<file path="src/rtl/noc_output_allocator.sv">
// noc_output_allocator: wormhole allocator for one output port of the 5-port
// mesh router. Round-robin among headers, holds the grant until the tail,
// tracks downstream credits and force-releases a stalled packet via a
// watchdog.
//
// Ports:
//   clk, rst        clock, synchronous active-high reset
//   req[4:0]        per-input request (0=L, 1=N, 2=E, 3=W, 4=S)
//   flit_id[14:0]   head flit type per input, port i at [3i+2:3i]
//                   (bit0 header, bit1 body, bit2 tail)
//   credit_ret      downstream freed one slot (pulse)
//   grant[4:0]      one-hot crossbar select, registered
//   xfer            flit moves this cycle (combinational)
//   credits         current credit count, registered
//   timeout_err     watchdog release strobe (combinational, in the release cycle)
//   pkt_count       completed packets
//
// Optional feature: define NOC_ALLOC_STATS_EN to build the pkt_count counter;
// otherwise pkt_count is tied to zero.
module noc_output_allocator #(
    parameter int unsigned CREDITS = 4,
    parameter int unsigned TIMEOUT = 64
) (
    input  logic                         clk,
    input  logic                         rst,
    input  logic [4:0]                   req,
    input  logic [14:0]                  flit_id,
    input  logic                         credit_ret,
    output logic [4:0]                   grant,
    output logic                         xfer,
    output logic [$clog2(CREDITS):0]     credits,
    output logic                         timeout_err,
    output logic [15:0]                  pkt_count
);

    localparam int unsigned NPORTS = 5;
    localparam int unsigned CW     = $clog2(CREDITS) + 1;
    localparam int unsigned WD_W   = 12;

    typedef enum logic [0:0] {IDLE, HOLD} state_t;

    state_t          state_q, state_d;
    logic [2:0]      owner_q, owner_d;
    logic [2:0]      last_winner_q, last_winner_d;
    logic [4:0]      grant_q, grant_d;
    logic [CW-1:0]   credits_q, credits_d;
    logic [WD_W-1:0] watchdog_q, watchdog_d;

    logic [4:0]      cand;
    logic            found;
    logic [2:0]      winner;
    logic [2:0]      flit_w;
    logic            req_w;
    logic            tail_xfer;
    logic            wd_fire;
    logic            unused_flit_bits;

    // Header candidates; body bits carry no meaning for arbitration.
    always_comb begin
        cand = '0;
        for (int unsigned i = 0; i < NPORTS; i++) begin
            cand[i] = req[i] & flit_id[3*i];
        end
    end

    assign unused_flit_bits = ^{flit_id[1], flit_id[4], flit_id[7], flit_id[10], flit_id[13]};

    // Round-robin: first candidate after last_winner, modulo 5.
    always_comb begin
        found  = 1'b0;
        winner = '0;
        for (int unsigned k = 1; k <= NPORTS; k++) begin
            if (!found && cand[3'((32'(last_winner_q) + k) % NPORTS)]) begin
                found  = 1'b1;
                winner = 3'((32'(last_winner_q) + k) % NPORTS);
            end
        end
    end

    // Request and flit type of the current owner.
    always_comb begin
        flit_w = '0;
        req_w  = 1'b0;
        for (int unsigned i = 0; i < NPORTS; i++) begin
            if (owner_q == 3'(i)) begin
                flit_w = flit_id[3*i +: 3];
                req_w  = req[i];
            end
        end
    end

    assign xfer        = (state_q == HOLD) & req_w & (credits_q != '0);
    assign tail_xfer   = xfer & flit_w[2];
    assign wd_fire     = (state_q == HOLD) & ~xfer & (watchdog_q == WD_W'(TIMEOUT - 1));
    assign timeout_err = wd_fire;

    assign grant   = grant_q;
    assign credits = credits_q;

    // State register.
    always_ff @(posedge clk) begin
        if (rst) begin
            state_q       <= IDLE;
            owner_q       <= '0;
            last_winner_q <= 3'd4;
            grant_q       <= '0;
            credits_q     <= CW'(CREDITS);
            watchdog_q    <= '0;
        end else begin
            state_q       <= state_d;
            owner_q       <= owner_d;
            last_winner_q <= last_winner_d;
            grant_q       <= grant_d;
            credits_q     <= credits_d;
            watchdog_q    <= watchdog_d;
        end
    end

    // Next-state: allocation, wormhole hold, tail/watchdog release.
    always_comb begin
        state_d       = state_q;
        owner_d       = owner_q;
        last_winner_d = last_winner_q;
        grant_d       = grant_q;
        watchdog_d    = watchdog_q;
        unique case (state_q)
            IDLE: begin
                grant_d    = '0;
                watchdog_d = '0;
                if (found) begin
                    state_d         = HOLD;
                    owner_d         = winner;
                    grant_d[winner] = 1'b1;
                end
            end
            HOLD: begin
                if (tail_xfer || wd_fire) begin
                    state_d       = IDLE;
                    grant_d       = '0;
                    last_winner_d = owner_q;
                    watchdog_d    = '0;
                end else if (xfer) begin
                    watchdog_d = '0;
                end else begin
                    watchdog_d = watchdog_q + WD_W'(1);
                end
            end
            default: begin
                state_d = IDLE;
                grant_d = '0;
            end
        endcase
    end

    // Credits: simultaneous return and transfer cancel; return saturates.
    always_comb begin
        credits_d = credits_q;
        if (xfer && !credit_ret) begin
            credits_d = credits_q - CW'(1);
        end else if (!xfer && credit_ret && (credits_q != CW'(CREDITS))) begin
            credits_d = credits_q + CW'(1);
        end
    end

`ifdef NOC_ALLOC_STATS_EN
    logic [15:0] pkt_count_q;

    // Completed packets only; watchdog releases are not counted.
    always_ff @(posedge clk) begin
        if (rst) begin
            pkt_count_q <= '0;
        end else if (tail_xfer) begin
            pkt_count_q <= pkt_count_q + 16'd1;
        end
    end

    assign pkt_count = pkt_count_q;
`else
    assign pkt_count = '0;
`endif

endmodule

</file>
<file path="config.mk">
export PLATFORM = sky130hd
export DESIGN_NAME = noc_output_allocator
export DESIGN_NICKNAME = d
export VERILOG_FILES = /design/src/rtl/noc_output_allocator.sv
export SDC_FILE = /design/constraint.sdc
export NUM_CORES = 1
export LEC_CHECK = 0
export CORE_AREA = 3 3 76 114
export DETAILED_ROUTE_END_ITERATION = 8
export DIE_AREA = 0 0 79 117
export PLACE_DENSITY_LB_ADDON = 0.25
export SLEW_MARGIN = 10
export SYNTH_ARGS = -nofsm -noshare
export SYNTH_HDL_FRONTEND = slang
export SYNTH_SLANG_ARGS = --single-unit
</file>
<file path="constraint.sdc">
create_clock -name clk -period 6.16 [get_ports clk]
set_input_delay 0.616 -clock clk [delete_from_list [all_inputs] [get_ports clk]]
set_output_delay 0.616 -clock clk [all_outputs]
set_load 0.1 [all_outputs]
</file>
# Yosys cells after proc, flatten, opt, wreduce, memory -nomap -nowiden
# Cells that the tools add are included.
[classes]
muxes = 43
div_mod_pow = 5
add_sub_neg = 8
eq_ne = 7
n_bitwise = 12
n_reduce_logical = 20
order_cmp = 7
[op_table]
columns = ["op", "n"]
rows = [
  ["32-bit by 3-bit modulo with 32-bit output (second input constant)", 5],
  ["3-bit two-way mux", 12],
  ["3-bit by 4-bit < comparator with 1-bit output (second input constant)", 6],
  ["12-bit two-way mux", 2],
  ["12-bit case mux with 2 select lines", 1],
  ["1-bit two-way mux", 18],
  ["1-bit binary-select mux with 3-bit select", 5],
  ["12-bit by 1-bit adder with 12-bit output (second input constant)", 1],
  ["12-bit by 6-bit == test with 1-bit output (second input constant)", 1],
  ["1-bit AND", 10],
  ["5-bit two-way mux", 2],
  ["5-bit case mux with 2 select lines", 1],
  ["3-bit by 2-bit adder with 4-bit output (second input constant)", 2],
  ["3-bit by 3-bit adder with 4-bit output (second input constant)", 2],
  ["1-bit logical AND", 8],
  ["3-bit by 2-bit == test with 1-bit output (second input constant)", 2],
  ["1-bit zero test", 6],
  ["3-bit by 1-bit adder with 4-bit output (second input constant)", 1],
  ["2-bit AND reduction", 2],
  ["3-bit by 1-bit adder with 3-bit output (second input constant)", 1],
  ["1-bit demux with 3-bit select", 1],
  ["3-bit by 1-bit == test with 1-bit output (second input constant)", 1],
  ["3-bit == test (second input constant)", 1],
  ["3-bit by 1-bit >= comparator with 1-bit output (second input constant)", 1],
  ["other kinds (9)", 10],
]
[word_totals]
ff_bits = 27
input_bits = 23
wordCells = 108
out_inout_bits = 26

# Depth between registers and ports, before layout
# Gate-level depths: netlist (run 1).
[depth]
ltp_word = 23
ltp_mapped = 19
depth_no_buf = 17

# Worst setup path before layout (run 1)
# Ideal clock, no wire load.
[synth_timing]
path_type = "flip-flop to flip-flop"
start = "register last_winner_q[0]"
end = "register owner_q[1]"
path_buffers = 3
arrival_time_ps = 4603
required_time_ps = 6045
stages_incl_launch_ff = 20
setup_slack_ps = 1442
setup_time_ps = 115
synth_period_minus_slack_ps = 4718
path_cell_list = "dfxtp_1 > clkbuf_1 > inv_1 > clkbuf_1 > ha_1 > ha_1 > nor3_1 > o22ai_1 > xnor2_1 > ha_1 > clkbuf_1 > nand2b_1 > and3_1 > o22ai_1 > a221oi_1 > nor3_1 > nor2_1 > a21o_1 > a221o_1 > o21a_1"
[synth_between]
elab_chain_len = 18
word_cells_on_any_way = 39
cone_classes = "add/sub: 5; div: 5; mux: 20; reduce/logical: 9"
[synth_rtl]
columns = ["element", "line", "text"]
rows = [
  ["from (decl)", "44", "logic [2:0] last_winner_q, last_winner_d;"],
  ["from (signal assigned)", "112", "last_winner_q <= last_winner_d;"],
  ["3-bit by 1-bit adder with 4-bit output", "73, 75", ""],
  ["32-bit by 3-bit modulo with 32-bit output", "73, 75", ""],
  ["1-bit binary-select mux with 3-bit select", "73", "if (!found && cand[3'((32'(last_winner_q) + k) % NPORTS)]) begin"],
  ["1-bit two-way mux (not written as such)", "73", ""],
  ["1-bit two-way mux", "73", ""],
  ["1-bit zero test", "73", ""],
  ["1-bit logical AND", "73", ""],
  ["1-bit two-way mux", "73", ""],
  ["[2 not listed]", "-", ""],
  ["1-bit two-way mux", "73", ""],
  ["1-bit zero test", "73", ""],
  ["1-bit logical AND", "73", ""],
  ["1-bit two-way mux", "73", ""],
  ["1-bit zero test", "73", ""],
  ["1-bit logical AND", "73", ""],
  ["1-bit two-way mux", "73", ""],
  ["2-bit AND reduction (no source line)", "-", ""],
  ["to (signal assigned)", "111", "owner_q <= owner_d;"],
  ["to (decl)", "43", "logic [2:0] owner_q, owner_d;"],
]
# Parallel ways exist; a longest one is shown, timed or not. The select of a mux whose other input is x is not followed.
# A chain may end at the register's enable or synchronous reset.

# Worst setup path in the final report (run 1)
[layout_timing]
start = "register last_winner_q[1]"
end = "register owner_q[1]"
# The elaborated chain is that of the path after synthesis.

==> results of run 1 <==
-- layout make-up --
type                       count  area share, %
tap                          102           3.50
multi-input combinational    351           68.2
timing repair buffer          34           8.85
inverter                      22           2.33
sequential                    27           14.8
clock inverter                 1          0.206
clock buffer                   3           2.06
-- state kept, by name, summed over array words and instances, names as in the netlist --
signal / count
grant: 5
owner_q: 3
last_winner_q: 3
watchdog_q: 12
state_q: 1
credits: 3
-- where the power goes --
group | internal (W) | leakage, nW | switching, W
registers | 0.000203 | 0.219 | 0.0000304
clock network | 0.0000882 | 0.0371 | 0.0000600
logic | 0.000299 | 1.15 | 0.000526
total | 0.000590 | 1.41 | 0.000617
-- path summary, 6_finish.rpt --
| check | from | end | slack [ns] | cells after the start |
|---|---|---|---|---|
| worst max register to register | last_winner_q[1] | owner_q[1] | 1.39 | 17 |
| worst min-delay path | watchdog_q[0] | watchdog_q[0] | 0.47 | 1 |
| worst max-delay path | last_winner_q[1] | owner_q[1] | 1.39 | 17 |
| worst min register to register | watchdog_q[0] | watchdog_q[0] | 0.47 | 1 |
-- worst max-delay path: stages (launching register included) --
cell	delay (ns)
sky130_fd_sc_hd__dfxtp_1	0.53
sky130_fd_sc_hd__inv_1	0.26
sky130_fd_sc_hd__ha_1	0.45
sky130_fd_sc_hd__o21a_1	0.27
sky130_fd_sc_hd__a21oi_1	0.16
sky130_fd_sc_hd__xnor2_1	0.17
sky130_fd_sc_hd__ha_1	0.21
sky130_fd_sc_hd__fa_1	0.15
sky130_fd_sc_hd__a21bo_2	0.25
sky130_fd_sc_hd__or4_1	0.54
sky130_fd_sc_hd__and2_1	0.20
sky130_fd_sc_hd__a211oi_1	0.40
sky130_fd_sc_hd__or2_2	0.21
sky130_fd_sc_hd__o31ai_1	0.07
sky130_fd_sc_hd__inv_1	0.09
sky130_fd_sc_hd__o21ai_0	0.12
sky130_fd_sc_hd__a221o_1	0.40
sky130_fd_sc_hd__o21a_1	0.20
-- Yosys cell counts, types with 4 or more instances --
library cell,number
sky130_fd_sc_hd__inv_1,19
sky130_fd_sc_hd__o211ai_1,4
sky130_fd_sc_hd__xor2_1,8
sky130_fd_sc_hd__or3_1,4
sky130_fd_sc_hd__nor2_1,36
sky130_fd_sc_hd__a21o_1,5
sky130_fd_sc_hd__nand2_1,21
sky130_fd_sc_hd__or2_2,5
sky130_fd_sc_hd__a31oi_1,4
sky130_fd_sc_hd__buf_4,16
sky130_fd_sc_hd__xnor2_1,9
sky130_fd_sc_hd__and3_1,13
sky130_fd_sc_hd__o31ai_1,7
sky130_fd_sc_hd__ha_1,27
sky130_fd_sc_hd__dfxtp_1,27
sky130_fd_sc_hd__and2_1,8
sky130_fd_sc_hd__nor3_1,13
sky130_fd_sc_hd__o21ai_1,7
sky130_fd_sc_hd__mux2_2,4
sky130_fd_sc_hd__nand2b_1,7
sky130_fd_sc_hd__nor4_1,6
sky130_fd_sc_hd__nand4_1,4
sky130_fd_sc_hd__clkbuf_1,10
sky130_fd_sc_hd__a211oi_1,10
sky130_fd_sc_hd__o21ai_0,11
sky130_fd_sc_hd__nand3_1,14
sky130_fd_sc_hd__a21oi_1,29
sky130_fd_sc_hd__mux2i_1,13
-- metrics by stage --
step | instances | hold WS [ns] | instance area (um^2)
floorplan | 431 | 0.426 | 3300
global placement | 536 | 0.439 | 3560
detailed placement | 536 | 0.448 | 3560
CTS | 540 | 0.469 | 3650
global route | 540 | 0.491 | 3650
finish | 540 | 0.469 | 3650
-- metal layers --
metal	track usage, %	share of wire [%]
met4	5.62	2.5
met5	0	0
met2	34.0	51
met1	21.8	43
met3	0.995	3.3
-- logic make-up after synthesis --
family | after synthesis | synth area share, %
other | 1 | 0.116
XOR/XNOR | 18 | 5.44
multiplexers | 19 | 6.79
AND/OR/NAND/NOR | 145 | 23.5
flip-flops | 27 | 16.7
adder cells (fa/ha/maj) | 29 | 11.6
buffers and inverters | 53 | 8.37
AO/OA/AOI/OAI | 124 | 27.5
==> flow_summary.rst, run 1 <==
.. list-table::
   :header-rows: 1

   * - Metric
     - Value
   * - Result of the run
     - finished, final reports clean
   * - Number of DRC markers after the initial detailed-route iteration
     - 161
   * - Net count, final
     - 491
   * - Per-cell routed wire length
     - 15.4 um
   * - Layout fillers
     - 809
   * - Initial antenna violation count
     - 0
   * - Critical path start-end classification
     - flop to flop
   * - Buffer depth of the longest clock path
     - 2
   * - Chip width
     - 79 um
   * - Number of nets still failing antenna checks after routing
     - 0
   * - Async SR Flop Fraction
     - 0%
   * - Antenna cell count
     - 0
   * - Max_slew headroom
     - 34.5%
   * - Yosys warning count
     - 0
   * - Power per standard cell area
     - 331 mW/mm^2
   * - Final-report max-slew violation count
     - 0
   * - Number of unique standard cell types used by synthesis
     - 80
   * - Buffer cell driving the clock tree root
     - sky130_fd_sc_hd__clkbuf_16
   * - Sum of internal, switching and leakage power
     - 0.00121 W
   * - Detailed Routing Iterations Pass 1
     - 5
   * - Count of pins on the block boundary
     - 49
   * - TritonCTS clock tree
     - yes
   * - Remaining design rule violation count
     - 0
   * - Number of flip-flops and latches in the synthesized netlist
     - 27
   * - Reg clk slew, reported paths
     - 0.07 ns
   * - Post-synthesis area per instance
     - 7.80 um^2
   * - Via count
     - 3,106
   * - Setup ws final
     - 1.39 ns
   * - Static leakage power
     - 1.41 nW
   * - # resized after CTS
     - 0
   * - Area of the multi-input gates
     - 0.00249 mm^2
   * - CP Data Arrival Time
     - 4.93 ns
   * - Cells after Synth
     - 416
   * - Effective utilization at floorplan
     - 42.1%
   * - Number of hold violations in the final report
     - 0
   * - Setup violators final
     - 0
   * - Number of post-CTS setup repair buffers
     - 0
   * - Clock latency on the worst-skew pair
     - 0.26 ns
   * - Max Clock Freq
     - 209 MHz
   * - Post-Route Skew
     - 0.00637 ns
   * - Maxcap violations
     - 0
   * - Number of port buffers
     - 27
   * - Top library cells by usage in the layout, fill and taps aside
     - 36 x sky130_fd_sc_hd__nor2_1, 29 x sky130_fd_sc_hd__a21oi_1, 27 x sky130_fd_sc_hd__ha_1, 27 x sky130_fd_sc_hd__dfxtp_1, 27 x sky130_fd_sc_hd__clkdlybuf4s50_1
   * - Number of global-route vias before repair
     - 2,917
   * - CTS hold repair buffers
     - 0
   * - Setup repair after global routing missed its margin
     - no
   * - Prevailing post-synth register cell
     - sky130_fd_sc_hd__dfxtp_1
   * - Placeable core region
     - 0.00771 mm^2
   * - Maximum number of pins on one net before global-route repair
     - 29
   * - Final cycle utilization of the critical path
     - 77.5%
   * - Hold/Removal Path Class
     - flop to flop
   * - Area grow syn2layout
     - 12.4%
   * - Grt ovf
     - 0
   * - Worst ir drop on vdd
     - 0.000255 V
   * - Chip height
     - 117 um
   * - Most frequent standard cell in the layout excluding fill and tap cells
     - sky130_fd_sc_hd__nor2_1
   * - Type of element launching the critical path
     - flop
   * - Total routing usage reported by global routing
     - 18.1%
   * - Worst-path fanout max
     - 8
   * - Proportion of synthesized chip area in sequential cells
     - 16.7%
   * - Total clock buffers created by CTS
     - 3
   * - Pre-CTS setup slack
     - 1.40 ns
   * - CP Data Required Time
     - 6.32 ns
   * - Total area of sequential cells
     - 541 um^2
   * - Fraction of final layout cells sized beyond drive strength 1
     - 9.36%
   * - Worst Max-Slew Pin Slew
     - 0.980 ns
   * - Number of clock sinks seen by CTS
     - 27
   * - Die outline area
     - 0.00924 mm^2
   * - Post-synth top area share
     - 16.7%
   * - Standard-cell rows
     - 39
   * - Number of levels in the clock H-tree
     - 1
   * - Sum of routed wire length over all layers
     - 8300 um
   * - Sum of net half-perimeters after detailed placement
     - 6610 um
   * - Final setup TNS
     - 0 ns
   * - Number of flops mapped to enable cells by yosys
     - 0
   * - Crit path time final
     - 4.77 ns
   * - Cells taking the most area after synthesis
     - sky130_fd_sc_hd__dfxtp_1 17%, sky130_fd_sc_hd__ha_1 10%, sky130_fd_sc_hd__a21oi_1 4.5%
   * - Cell type with the highest aggregate area in the netlist
     - sky130_fd_sc_hd__dfxtp_1
   * - Finished Core Util
     - 47.3%
   * - Critical path endpoint category
     - flop
   * - Wire length of the first global-routing pass
     - 13,900 um
   * - Cell Area, Synth
     - 0.00324 mm^2
   * - Via/cell ratio
     - 5.75
   * - GP Congestion
     - 0.874
Power figures use the tool's default switching activity.
==> inputs of run 2 (changes only) <==
- clock period: 6.16 -> 4.9 ns (I/O delays scaled with it)
==> flow_summary.rst, run 2 (same netlist as run 1, synthesis figures left out) <==
.. list-table::
   :header-rows: 1

   * - Metric
     - Value
   * - Worst Max-Slew Pin Slew
     - 0.974 ns (-0.00566 ns)
   * - Worst-path fanout max
     - 7 (-1)
   * - Antenna cell count
     - 0 (unchanged)
   * - Final instance area
     - 0.00369 mm^2 (+1.2%)
   * - Post-Route Skew
     - 0.00459 ns (-0.00178 ns)
   * - Worst ir drop on vdd
     - 0.000297 V (+17%)
   * - Final instance count without filler cells
     - 545 (+0.93%)
   * - Number of flip-flops under the largest register name
     - 12 (unchanged)
   * - Setup violators final
     - 0 (unchanged)
   * - Number of global-route vias before repair
     - 2,973 (+1.9%)
   * - Count of pins on the block boundary
     - 49 (unchanged)
   * - Final-report max-slew violation count
     - 0 (unchanged)
   * - Top library cells by usage in the layout, fill and taps aside
     - 36 x sky130_fd_sc_hd__nor2_1, 29 x sky130_fd_sc_hd__a21oi_1, 27 x sky130_fd_sc_hd__ha_1
   * - Final setup TNS
     - 0 ns (unchanged)
   * - Worst R2R Path Depth
     - 17 (unchanged)
   * - Die outline area
     - 0.00924 mm^2 (unchanged)
   * - Remaining design rule violation count
     - 0 (unchanged)
   * - Sum of routed wire length over all layers
     - 8350 um (+0.65%)
   * - Critical path endpoint category
     - flop
   * - Area grow syn2layout
     - 13.7%
   * - CP Data Required Time
     - 5.08 ns (-1.24 ns)
   * - Via count
     - 3,131 (+0.80%)
   * - Chip width
     - 79 um (unchanged)
   * - Per-cell routed wire length
     - 15.3 um (-0.27%)
   * - Layout fillers
     - 827 (+2.2%)
   * - Critical path start-end classification
     - flop to flop
   * - Number of levels in the clock H-tree
     - 1 (unchanged)
   * - Reg clk slew, reported paths
     - 0.07 ns (about the same)
   * - Number of port buffers
     - 27 (unchanged)
   * - TritonCTS clock tree
     - yes
   * - Clock latency on the worst-skew pair
     - 0.26 ns (about the same)
   * - GP Congestion
     - 0.887 (+1.5%)
   * - Top reg by flops
     - watchdog_q
   * - Placement-stage cell area
     - 0.00359 mm^2 (+0.77%)
   * - Power per standard cell area
     - 415 mW/mm^2 (+25%)
   * - Hold/Removal Path Class
     - flop to flop
   * - Setup repair after global routing missed its margin
     - no
   * - Max_slew headroom
     - 34.8% (+0.38 points)
   * - Number of clock sinks seen by CTS
     - 27 (unchanged)
   * - Type of element launching the critical path
     - flop
   * - Crit path time final
     - 4.40 ns (-0.370 ns)
   * - Sum of net half-perimeters after detailed placement
     - 6650 um (+0.66%)
   * - Number of nets still failing antenna checks after routing
     - 0 (unchanged)
   * - Number of DRC markers after the initial detailed-route iteration
     - 237 (+47%)
   * - Total routing usage reported by global routing
     - 18.3% (+0.27 points)
   * - Total clock buffers created by CTS
     - 3 (unchanged)
   * - Final cycle utilization of the critical path
     - 89.9% (+12 points)
   * - Via/cell ratio
     - 5.74 (-0.12%)
   * - Maxcap violations
     - 0 (unchanged)
   * - Number of hold violations in the final report
     - 0 (unchanged)
   * - Grt ovf
     - 0 (unchanged)
   * - Static leakage power
     - 1.44 nW (+1.8%)
   * - Standard-cell rows
     - 39 (unchanged)
   * - Most frequent standard cell in the layout excluding fill and tap cells
     - sky130_fd_sc_hd__nor2_1
   * - Number of placed instances, taps included
     - 540 (+0.75%)
   * - CP Data Arrival Time
     - 4.58 ns (-0.35 ns)
   * - Chip height
     - 117 um (unchanged)
   * - Wire length of the first global-routing pass
     - 14,000 um (+0.79%)
   * - Detailed Routing Iterations Pass 1
     - 4 (-1)
   * - Buffer cell driving the clock tree root
     - sky130_fd_sc_hd__clkbuf_16
   * - Placeable core region
     - 0.00771 mm^2 (unchanged)
   * - Number of cells on the worst hold path
     - 1 (unchanged)
   * - Net count, final
     - 496 (+1.0%)
   * - Result of the run
     - finished, final reports clean
   * - Register-to-register setup slack
     - 0.50 ns (-0.89 ns)
   * - Fraction of final layout cells sized beyond drive strength 1
     - 11.1% (+1.7 points)
   * - Effective utilization at floorplan
     - 42.1% (unchanged)
   * - Initial antenna violation count
     - 0 (unchanged)
   * - CTS hold repair buffers
     - 0 (unchanged)
   * - Buffer depth of the longest clock path
     - 2 (unchanged)
   * - Max Clock Freq
     - 227 MHz (+8.4%)
   * - Maximum number of pins on one net before global-route repair
     - 28 (-3.4%)
[run 2: cell count changes in the layout (fill, tap and decap cells not counted)]
| cell | change |
|---|---|
| sky130_fd_sc_hd__dfxtp_1 | -1 |
| sky130_fd_sc_hd__clkdlybuf4s50_1 | -1 |
| sky130_fd_sc_hd__buf_4 | +6 |
| sky130_fd_sc_hd__dfxtp_2 | +1 |
| sky130_fd_sc_hd__a221oi_1 | -1 |
| sky130_fd_sc_hd__a221oi_2 | +1 |
[run 2: where the power goes]
part | internal [W] | total, W | switching (W)
Clock | 0.000111 | 0.000186 | 0.0000753
Combinational | 0.000385 | 0.00105 | 0.000666
Sequential | 0.000255 | 0.000293 | 0.0000378
Total | 0.000751 | 0.00153 | 0.000779
[run 2: critical path: stages (launching register included)]
cell and delay (ns):
sky130_fd_sc_hd__dfxtp_2 0.41, sky130_fd_sc_hd__inv_1 0.08, sky130_fd_sc_hd__ha_1 0.39, sky130_fd_sc_hd__o21a_1 0.27, sky130_fd_sc_hd__a21oi_1 0.17, sky130_fd_sc_hd__xnor2_1 0.17, sky130_fd_sc_hd__ha_1 0.20, sky130_fd_sc_hd__fa_1 0.16
sky130_fd_sc_hd__a21bo_2 0.25, sky130_fd_sc_hd__or4_1 0.55, sky130_fd_sc_hd__and2_1 0.20, sky130_fd_sc_hd__a211oi_1 0.37, sky130_fd_sc_hd__or2_2 0.20, sky130_fd_sc_hd__o31ai_1 0.09, sky130_fd_sc_hd__inv_1 0.09, sky130_fd_sc_hd__o21ai_0 0.12
sky130_fd_sc_hd__a221o_1 0.39, sky130_fd_sc_hd__o31ai_2 0.22
[run 2: area by class of cell]
type / count / area [um^2] / share of cell area (%)
well taps: 102 / 128 / 3.46
flip-flops and latches: 27 / 542 / 14.7
clock inverters: 1 / 7.51 / 0.203
inverters: 22 / 85.1 / 2.31
repair buffers: 39 / 358 / 9.70
clock buffers: 3 / 75.1 / 2.03
multi-input cells: 351 / 2490 / 67.6
[run 2: stage by stage]
stage	hold WS [ns]	util (%)	power, W	setup slack (ns)
finish	0.462	47.9	0.00153	0.496
global route	0.484	47.9	0.00165	0.133
CTS	0.468	47.7	0.00153	0.382
detailed placement	0.452	46.6	0.00134	0.424
global placement	0.437	46.6	0.00133	0.456
floorplan	0.426	-	0.00113	0.182
[run 2: layer usage]
layer	global-route usage, %	wire [um]	vias up
met5	0	0	-
met4	5.85	105	0
met3	1.30	198	8
met2	34.7	4460	56
met1	21.8	3580	1500
li1	-	-	1567
[run 2: worst paths after layout]
| path | startpoint | end |
|---|---|---|
| max | last_winner_q[1] | grant[1] |
| min | watchdog_q[0] | watchdog_q[0] |
| max reg2reg | last_winner_q[1] | grant[1] |
| min reg2reg | watchdog_q[0] | watchdog_q[0] |
[run 2: repair_timing]
action,CTS,global route
setup endpoints to repair,0,7
resized for setup,0,2
buffers inserted,0,1
endpoints found under the hold margin,0,0
